File: src/rtl/button_conditioner.sv
// button_conditioner
// N-channel push-button front end. Each raw pin is optionally inverted, then
// synchronised and debounced, and produces a clean level, press/release pulses
// and a one-shot long-press pulse. Aggregate any/all levels and any-edge pulses
// are derived from the next-state levels so that they change in the same cycle
// as the per-channel levels.
module button_conditioner #(
    parameter int NUM_BTN           = 4,
    parameter int SYNC_STAGES       = 2,
    parameter int DEBOUNCE_CYCLES   = 1000000,
    parameter int LONG_PRESS_CYCLES = 100000000,
    parameter bit ACTIVE_LOW        = 1'b0
) (
    input  logic               I_CLK,
    input  logic               I_RST_N,
    input  logic [NUM_BTN-1:0] I_BTN,
    output logic [NUM_BTN-1:0] O_LEVEL,
    output logic [NUM_BTN-1:0] O_RISE,
    output logic [NUM_BTN-1:0] O_FALL,
    output logic [NUM_BTN-1:0] O_LONG,
    output logic               O_ANY_LEVEL,
    output logic               O_ALL_LEVEL,
    output logic               O_ANY_RISE,
    output logic               O_ANY_FALL
);

    typedef enum logic [1:0] {
        ST_IDLE         = 2'd0,
        ST_PRESS_WAIT   = 2'd1,
        ST_PRESSED      = 2'd2,
        ST_RELEASE_WAIT = 2'd3
    } state_t;

    // One counter serves both the debounce windows and the hold timer.
    localparam int CNT_MAX = (DEBOUNCE_CYCLES > LONG_PRESS_CYCLES) ? DEBOUNCE_CYCLES : LONG_PRESS_CYCLES;
    localparam int CNT_W   = $clog2(CNT_MAX + 1);
    localparam bit LONG_EN = (LONG_PRESS_CYCLES > 0);

    localparam logic [CNT_W-1:0] CNT_ZERO  = {CNT_W{1'b0}};
    localparam logic [CNT_W-1:0] CNT_ONE   = CNT_W'(1);
    localparam logic [CNT_W-1:0] DEB_LAST  = CNT_W'(DEBOUNCE_CYCLES - 1);
    // With the detector disabled the hold compare value is never used.
    localparam logic [CNT_W-1:0] LONG_LAST = LONG_EN ? CNT_W'(LONG_PRESS_CYCLES - 1) : {CNT_W{1'b0}};

    logic [NUM_BTN-1:0] sync_r [SYNC_STAGES];
    logic [NUM_BTN-1:0] btn_s;

    state_t             state_r     [NUM_BTN];
    state_t             state_nxt_s [NUM_BTN];
    logic [CNT_W-1:0]   cnt_r       [NUM_BTN];
    logic [CNT_W-1:0]   cnt_nxt_s   [NUM_BTN];

    logic [NUM_BTN-1:0] fired_r, fired_nxt_s;
    logic [NUM_BTN-1:0] level_r, level_nxt_s;
    logic [NUM_BTN-1:0] rise_r, rise_nxt_s;
    logic [NUM_BTN-1:0] fall_r, fall_nxt_s;
    logic [NUM_BTN-1:0] long_r, long_nxt_s;
    logic               any_r, all_r, any_rise_r, any_fall_r;
    logic               any_nxt_s;

    // Polarity normalisation followed by the metastability synchroniser chain.
    always_ff @(posedge I_CLK or negedge I_RST_N) begin
        if (!I_RST_N) begin
            for (int k = 0; k < SYNC_STAGES; k++) begin
                sync_r[k] <= {NUM_BTN{1'b0}};
            end
        end else begin
            sync_r[0] <= I_BTN ^ {NUM_BTN{ACTIVE_LOW}};
            for (int k = 1; k < SYNC_STAGES; k++) begin
                sync_r[k] <= sync_r[k-1];
            end
        end
    end

    assign btn_s = sync_r[SYNC_STAGES-1];

    // Per-channel debounce / hold FSM: next state, counter and output pulses.
    always_comb begin
        level_nxt_s = level_r;
        rise_nxt_s  = {NUM_BTN{1'b0}};
        fall_nxt_s  = {NUM_BTN{1'b0}};
        long_nxt_s  = {NUM_BTN{1'b0}};
        fired_nxt_s = fired_r;
        for (int i = 0; i < NUM_BTN; i++) begin
            state_nxt_s[i] = state_r[i];
            cnt_nxt_s[i]   = cnt_r[i];
            case (state_r[i])
                ST_IDLE: begin
                    cnt_nxt_s[i] = CNT_ZERO;
                    if (btn_s[i]) begin
                        state_nxt_s[i] = ST_PRESS_WAIT;
                    end else begin
                        fired_nxt_s[i] = 1'b0;
                    end
                end
                ST_PRESS_WAIT: begin
                    if (!btn_s[i]) begin
                        // Too short to count as a press: drop it silently.
                        state_nxt_s[i] = ST_IDLE;
                        cnt_nxt_s[i]   = CNT_ZERO;
                        fired_nxt_s[i] = 1'b0;
                    end else if (cnt_r[i] == DEB_LAST) begin
                        state_nxt_s[i] = ST_PRESSED;
                        cnt_nxt_s[i]   = CNT_ZERO;
                        level_nxt_s[i] = 1'b1;
                        rise_nxt_s[i]  = 1'b1;
                    end else begin
                        cnt_nxt_s[i] = cnt_r[i] + CNT_ONE;
                    end
                end
                ST_PRESSED: begin
                    if (!btn_s[i]) begin
                        state_nxt_s[i] = ST_RELEASE_WAIT;
                        cnt_nxt_s[i]   = CNT_ZERO;
                    end else if (LONG_EN && (cnt_r[i] == LONG_LAST)) begin
                        // Saturate at the threshold; only the first arrival fires.
                        if (!fired_r[i]) begin
                            long_nxt_s[i]  = 1'b1;
                            fired_nxt_s[i] = 1'b1;
                        end else begin
                            cnt_nxt_s[i] = cnt_r[i];
                        end
                    end else if (LONG_EN) begin
                        cnt_nxt_s[i] = cnt_r[i] + CNT_ONE;
                    end else begin
                        cnt_nxt_s[i] = cnt_r[i];
                    end
                end
                ST_RELEASE_WAIT: begin
                    if (btn_s[i]) begin
                        // Dropout rejected; the press continues but keeps its fired flag.
                        state_nxt_s[i] = ST_PRESSED;
                        cnt_nxt_s[i]   = CNT_ZERO;
                    end else if (cnt_r[i] == DEB_LAST) begin
                        state_nxt_s[i] = ST_IDLE;
                        cnt_nxt_s[i]   = CNT_ZERO;
                        level_nxt_s[i] = 1'b0;
                        fall_nxt_s[i]  = 1'b1;
                        fired_nxt_s[i] = 1'b0;
                    end else begin
                        cnt_nxt_s[i] = cnt_r[i] + CNT_ONE;
                    end
                end
                default: begin
                    state_nxt_s[i] = ST_IDLE;
                    cnt_nxt_s[i]   = CNT_ZERO;
                    level_nxt_s[i] = 1'b0;
                    fired_nxt_s[i] = 1'b0;
                end
            endcase
        end
        any_nxt_s = |level_nxt_s;
    end

    // State, counter and registered output update for all channels and aggregates.
    always_ff @(posedge I_CLK or negedge I_RST_N) begin
        if (!I_RST_N) begin
            for (int i = 0; i < NUM_BTN; i++) begin
                state_r[i] <= ST_IDLE;
                cnt_r[i]   <= CNT_ZERO;
            end
            fired_r    <= {NUM_BTN{1'b0}};
            level_r    <= {NUM_BTN{1'b0}};
            rise_r     <= {NUM_BTN{1'b0}};
            fall_r     <= {NUM_BTN{1'b0}};
            long_r     <= {NUM_BTN{1'b0}};
            any_r      <= 1'b0;
            all_r      <= 1'b0;
            any_rise_r <= 1'b0;
            any_fall_r <= 1'b0;
        end else begin
            for (int i = 0; i < NUM_BTN; i++) begin
                state_r[i] <= state_nxt_s[i];
                cnt_r[i]   <= cnt_nxt_s[i];
            end
            fired_r    <= fired_nxt_s;
            level_r    <= level_nxt_s;
            rise_r     <= rise_nxt_s;
            fall_r     <= fall_nxt_s;
            long_r     <= long_nxt_s;
            any_r      <= any_nxt_s;
            all_r      <= &level_nxt_s;
            any_rise_r <= any_nxt_s & ~any_r;
            any_fall_r <= ~any_nxt_s & any_r;
        end
    end

    assign O_LEVEL     = level_r;
    assign O_RISE      = rise_r;
    assign O_FALL      = fall_r;
    assign O_LONG      = long_r;
    assign O_ANY_LEVEL = any_r;
    assign O_ALL_LEVEL = all_r;
    assign O_ANY_RISE  = any_rise_r;
    assign O_ANY_FALL  = any_fall_r;

endmodule

File: config.mk
export PLATFORM = sky130hd
export DESIGN_NAME = button_conditioner
export DESIGN_NICKNAME = d
export VERILOG_FILES = /design/src/rtl/button_conditioner.sv
export SDC_FILE = /design/constraint.sdc
export NUM_CORES = 1
export LEC_CHECK = 0
export CORE_MARGIN = 3
export CORE_UTILIZATION = 40
export DETAILED_ROUTE_END_ITERATION = 12
export GPL_ROUTABILITY_DRIVEN = 0
export MAX_ROUTING_LAYER = met4
export PLACE_DENSITY_LB_ADDON = 0.1
export SLEW_MARGIN = 30
export SYNTH_ARGS = -nofsm -noshare
export SYNTH_HDL_FRONTEND = slang
export SYNTH_SLANG_ARGS = --single-unit
export TNS_END_PERCENT = 30
File: constraint.sdc
create_clock -name I_CLK -period 5.9 [get_ports I_CLK]
set_input_delay 0.59 -clock I_CLK [delete_from_list [all_inputs] [get_ports I_CLK]]
set_output_delay 0.59 -clock I_CLK [all_outputs]
set_load 0.01 [all_outputs]
==> flow_summary_export.csv <==
group,metric,value,unit
hold_path,hold_path.class,"in -> async",
worst_setup_path,crit_chain,"or4b_1 > nor4_2 > nand3_1 > nand2_1 > nor2_1 > mux2_2",
timing,period_needed,2.819,ns
worst_setup_path,cp-start-kind,"flip-flop",
power,power.leakage,3.396,nW
timing,rsz0062_at_grt,"no",
global_route,track_usage,0.1721,
die,rows,48,
timing,setup_tns,0,ns
placement,portBuffers,25,
synth,synth_cells,742,
synth,avgSynthCellArea,9.829,um2
final_layout,n_antenna_cell,0,
timing,post-route-period-util,0.4778,
clock_network,clk_pin_slew,0.06,ns
clock_network,cts_buffer_depth,2,
clock_network,cts_setup_buffers,0,
clock_network,cts_tree,"yes",
worst_setup_path,worstPathArrival,3.13,ns
worst_setup_path,crit_fanout,25,
clock_network,cts_inserted_buffers,17,
route,drc,0,
route,drt_iter0_markers,319,
synth,yosysWarnings,0,
final_layout,fin_nets,780,
timing,worstMarginPinSlew,0.9090,ns
die,dieArea,19890,um2
synth,synth-async-reset-ratio,1.000,
die,dieHeight,141.0,um
synth,netlist_area,7293,um2
route,routed_wl,15520,um
route,ant_nets,0,
synth,synth_seq_area_share,0.5078,
synth,synth_top_area_frac,0.5078,
route,viasPerCell,5.483,
synth,ys.flop_type,"dfrtp_1",
die,ioPinCount,26,
worst_setup_path,max_stage_delay,0.70,ns
die,initial_core_util,0.4145,
power,p_per_area,257.1,nW/um2
clock_network,cts_root_buf,"clkbuf_16",
global_route,antenna_found_initial,0,
synth,synth_area_leaders,"dfrtp_1 51%, nor2_1 6.6%, xor2_1 6.4%",
synth,syn-num-nets,752,
global_route,grt_pass1_wl,27060,um
synth,synth.largest_area_cell,"dfrtp_1",
route,wl_per_cell,15.42,um
run_status,outcome,"finished, final reports clean",
timing,hold_viol,0,
synth,synth_cell_types,56,
flow_run,maxCapViolations,0,
clock_network,htreeDepth,4,
worst_setup_path,critPathCaptureType,"flip-flop",
global_route,grt_pass1_vias,5506,
timing,slew_headroom,0.3884,
clock_network,ctsResizeCount,0,
worst_setup_path,path_class,"reg -> reg",
final_layout,final_common_cell,"dfrtp_1",
route,first_pass_iters,5,
synth,synth_edf_count,0,
placement,hpwl,10550,um
timing,setup_viol,0,
power,irDropWorstVdd,0.0002697,V
timing,fmax,354.8,MHz
timing,final.setup_skew,0.007981,ns
worst_setup_path,critPathSlowestCell,"nand2_1",
clock_network,insertion_delay,0.42,ns
final_layout,mostFrequentLayoutCells,"148 x dfrtp_1, 128 x nor2_1, 54 x nand2_1",
final_layout,drive_gt1_frac,0.06786,
placement,preCtsSetupSlack,3.051,ns
worst_setup_path,cp.required,6.21,ns
final_layout,area_growth,14.43,%
die,die_x,141.0,um
timing,drv_slew,0,
clock_network,clkSinkCount,148,
die,core,17600,um2
timing,layout_setup_ws,3.081,ns
route,via_count,5516,
global_route,grt_max_degree,88,
clock_network,ctsHoldBuffers,0,
synth,ys_ff_latch,148,
global_route,grt_overflow,0,
-- worst max-delay path, delay by kind of cell (launching register included) --
family,cells,cell delay (ns)
simple gates,5,1.97
flops,1,0.44
mux,1,0.29
-- area by class of cell --
type / count / area, um2
clock buffers: 26 / 509.2
clock inverters: 4 / 70.07
fillers: 1660 / 9251
inverters: 14 / 52.55
multi-input cells: 560 / 3447
flip-flops and latches: 148 / 3704
well taps: 225 / 281.5
repair buffers: 29 / 281.5
-- power by group --
part / switching [mW] / total [mW] / internal, mW / leakage [nW]
sequential: 0.00844 / 1.03 / 1.02 / 2.04
combinational: 0.0367 / 0.0483 / 0.0116 / 1.07
clock: 0.394 / 1.07 / 0.673 / 0.286
-- registers in the layout (all words and copies together), names as in the netlist, named ones only --
signal / flops
O_RISE: 4
O_ANY_FALL: 1
btn_s: 4
cnt_r: 108
O_ANY_LEVEL: 1
O_ANY_RISE: 1
O_FALL: 4
fired_r: 4
O_LONG: 4
sync_r: 4
O_LEVEL: 4
O_ALL_LEVEL: 1
state_r: 4
-- per-stage QoR --
step / instance area, um2 / util / power, mW / hold WS (ns) / instances
2_1_floorplan: 7293 / - / 1.068 / 0.2944 / 742
3_3_place_gp: 7766 / 0.4413 / 1.098 / 0.3368 / 976
3_5_place_dp: 7766 / 0.4413 / 1.099 / 0.3364 / 976
4_1_cts: 8346 / 0.4743 / 2.180 / 0.2580 / 1006
5_1_grt: 8346 / 0.4743 / 2.230 / 0.2880 / 1006
6_report: 8346 / 0.4743 / 2.146 / 0.2182 / 1006
-- per-layer routing --
layer,vias to the layer above,track usage,routed length (um)
li1,2672,-,-
met2,104,0.2611,7319
met3,17,0.04071,601
met1,2723,0.2319,7378
met5,-,-,0
met4,0,0.04997,217
-- synth_stat cells, types with 5 or more instances --
cell type / instances
mux2_2: 5
nand4_1: 30
nor4b_1: 5
nand3_1: 51
nor4_1: 17
nand4b_1: 5
and3_1: 16
nand2b_1: 7
inv_1: 14
xor2_1: 53
dfrtp_1: 148
nand2_1: 54
or3_1: 13
and2_1: 7
nor3_1: 20
nor2_1: 128
clkbuf_1: 8
buf_2: 12
a21oi_1: 20
xnor2_1: 32
and4_1: 14
nor2b_1: 6
o21ai_0: 16
-- logic make-up (layout without fill, tap and decap cells) --
kind of cell | after synthesis | in the layout | synth area share
compound gates | 60 | 60 | 0.05370
buf+inv | 34 | 73 | 0.01956
simple gates | 406 | 406 | 0.3023
fa+ha+maj | 4 | 4 | 0.006863
flops | 148 | 148 | 0.5078
xor+xnor | 85 | 85 | 0.1021
mux | 5 | 5 | 0.007719
-- worst paths after layout --
path | depth (start not counted) | startpoint | endpoint | slack [ns]
worst max register to register | 6 | cnt_r[67] | cnt_r[54] | 3.08
worst min register to register | 0 | sync_r[5] | btn_s[1] | 0.35
max in group asynchronous | 2 | I_RST_N | cnt_r[86] | 4.36
worst max-delay path | 6 | cnt_r[67] | cnt_r[54] | 3.08
worst min-delay path | 1 | I_RST_N | cnt_r[1] | 0.22
min in group I_CLK | 0 | sync_r[5] | btn_s[1] | 0.35
Note: power is estimated with default switching activity, not from simulation.
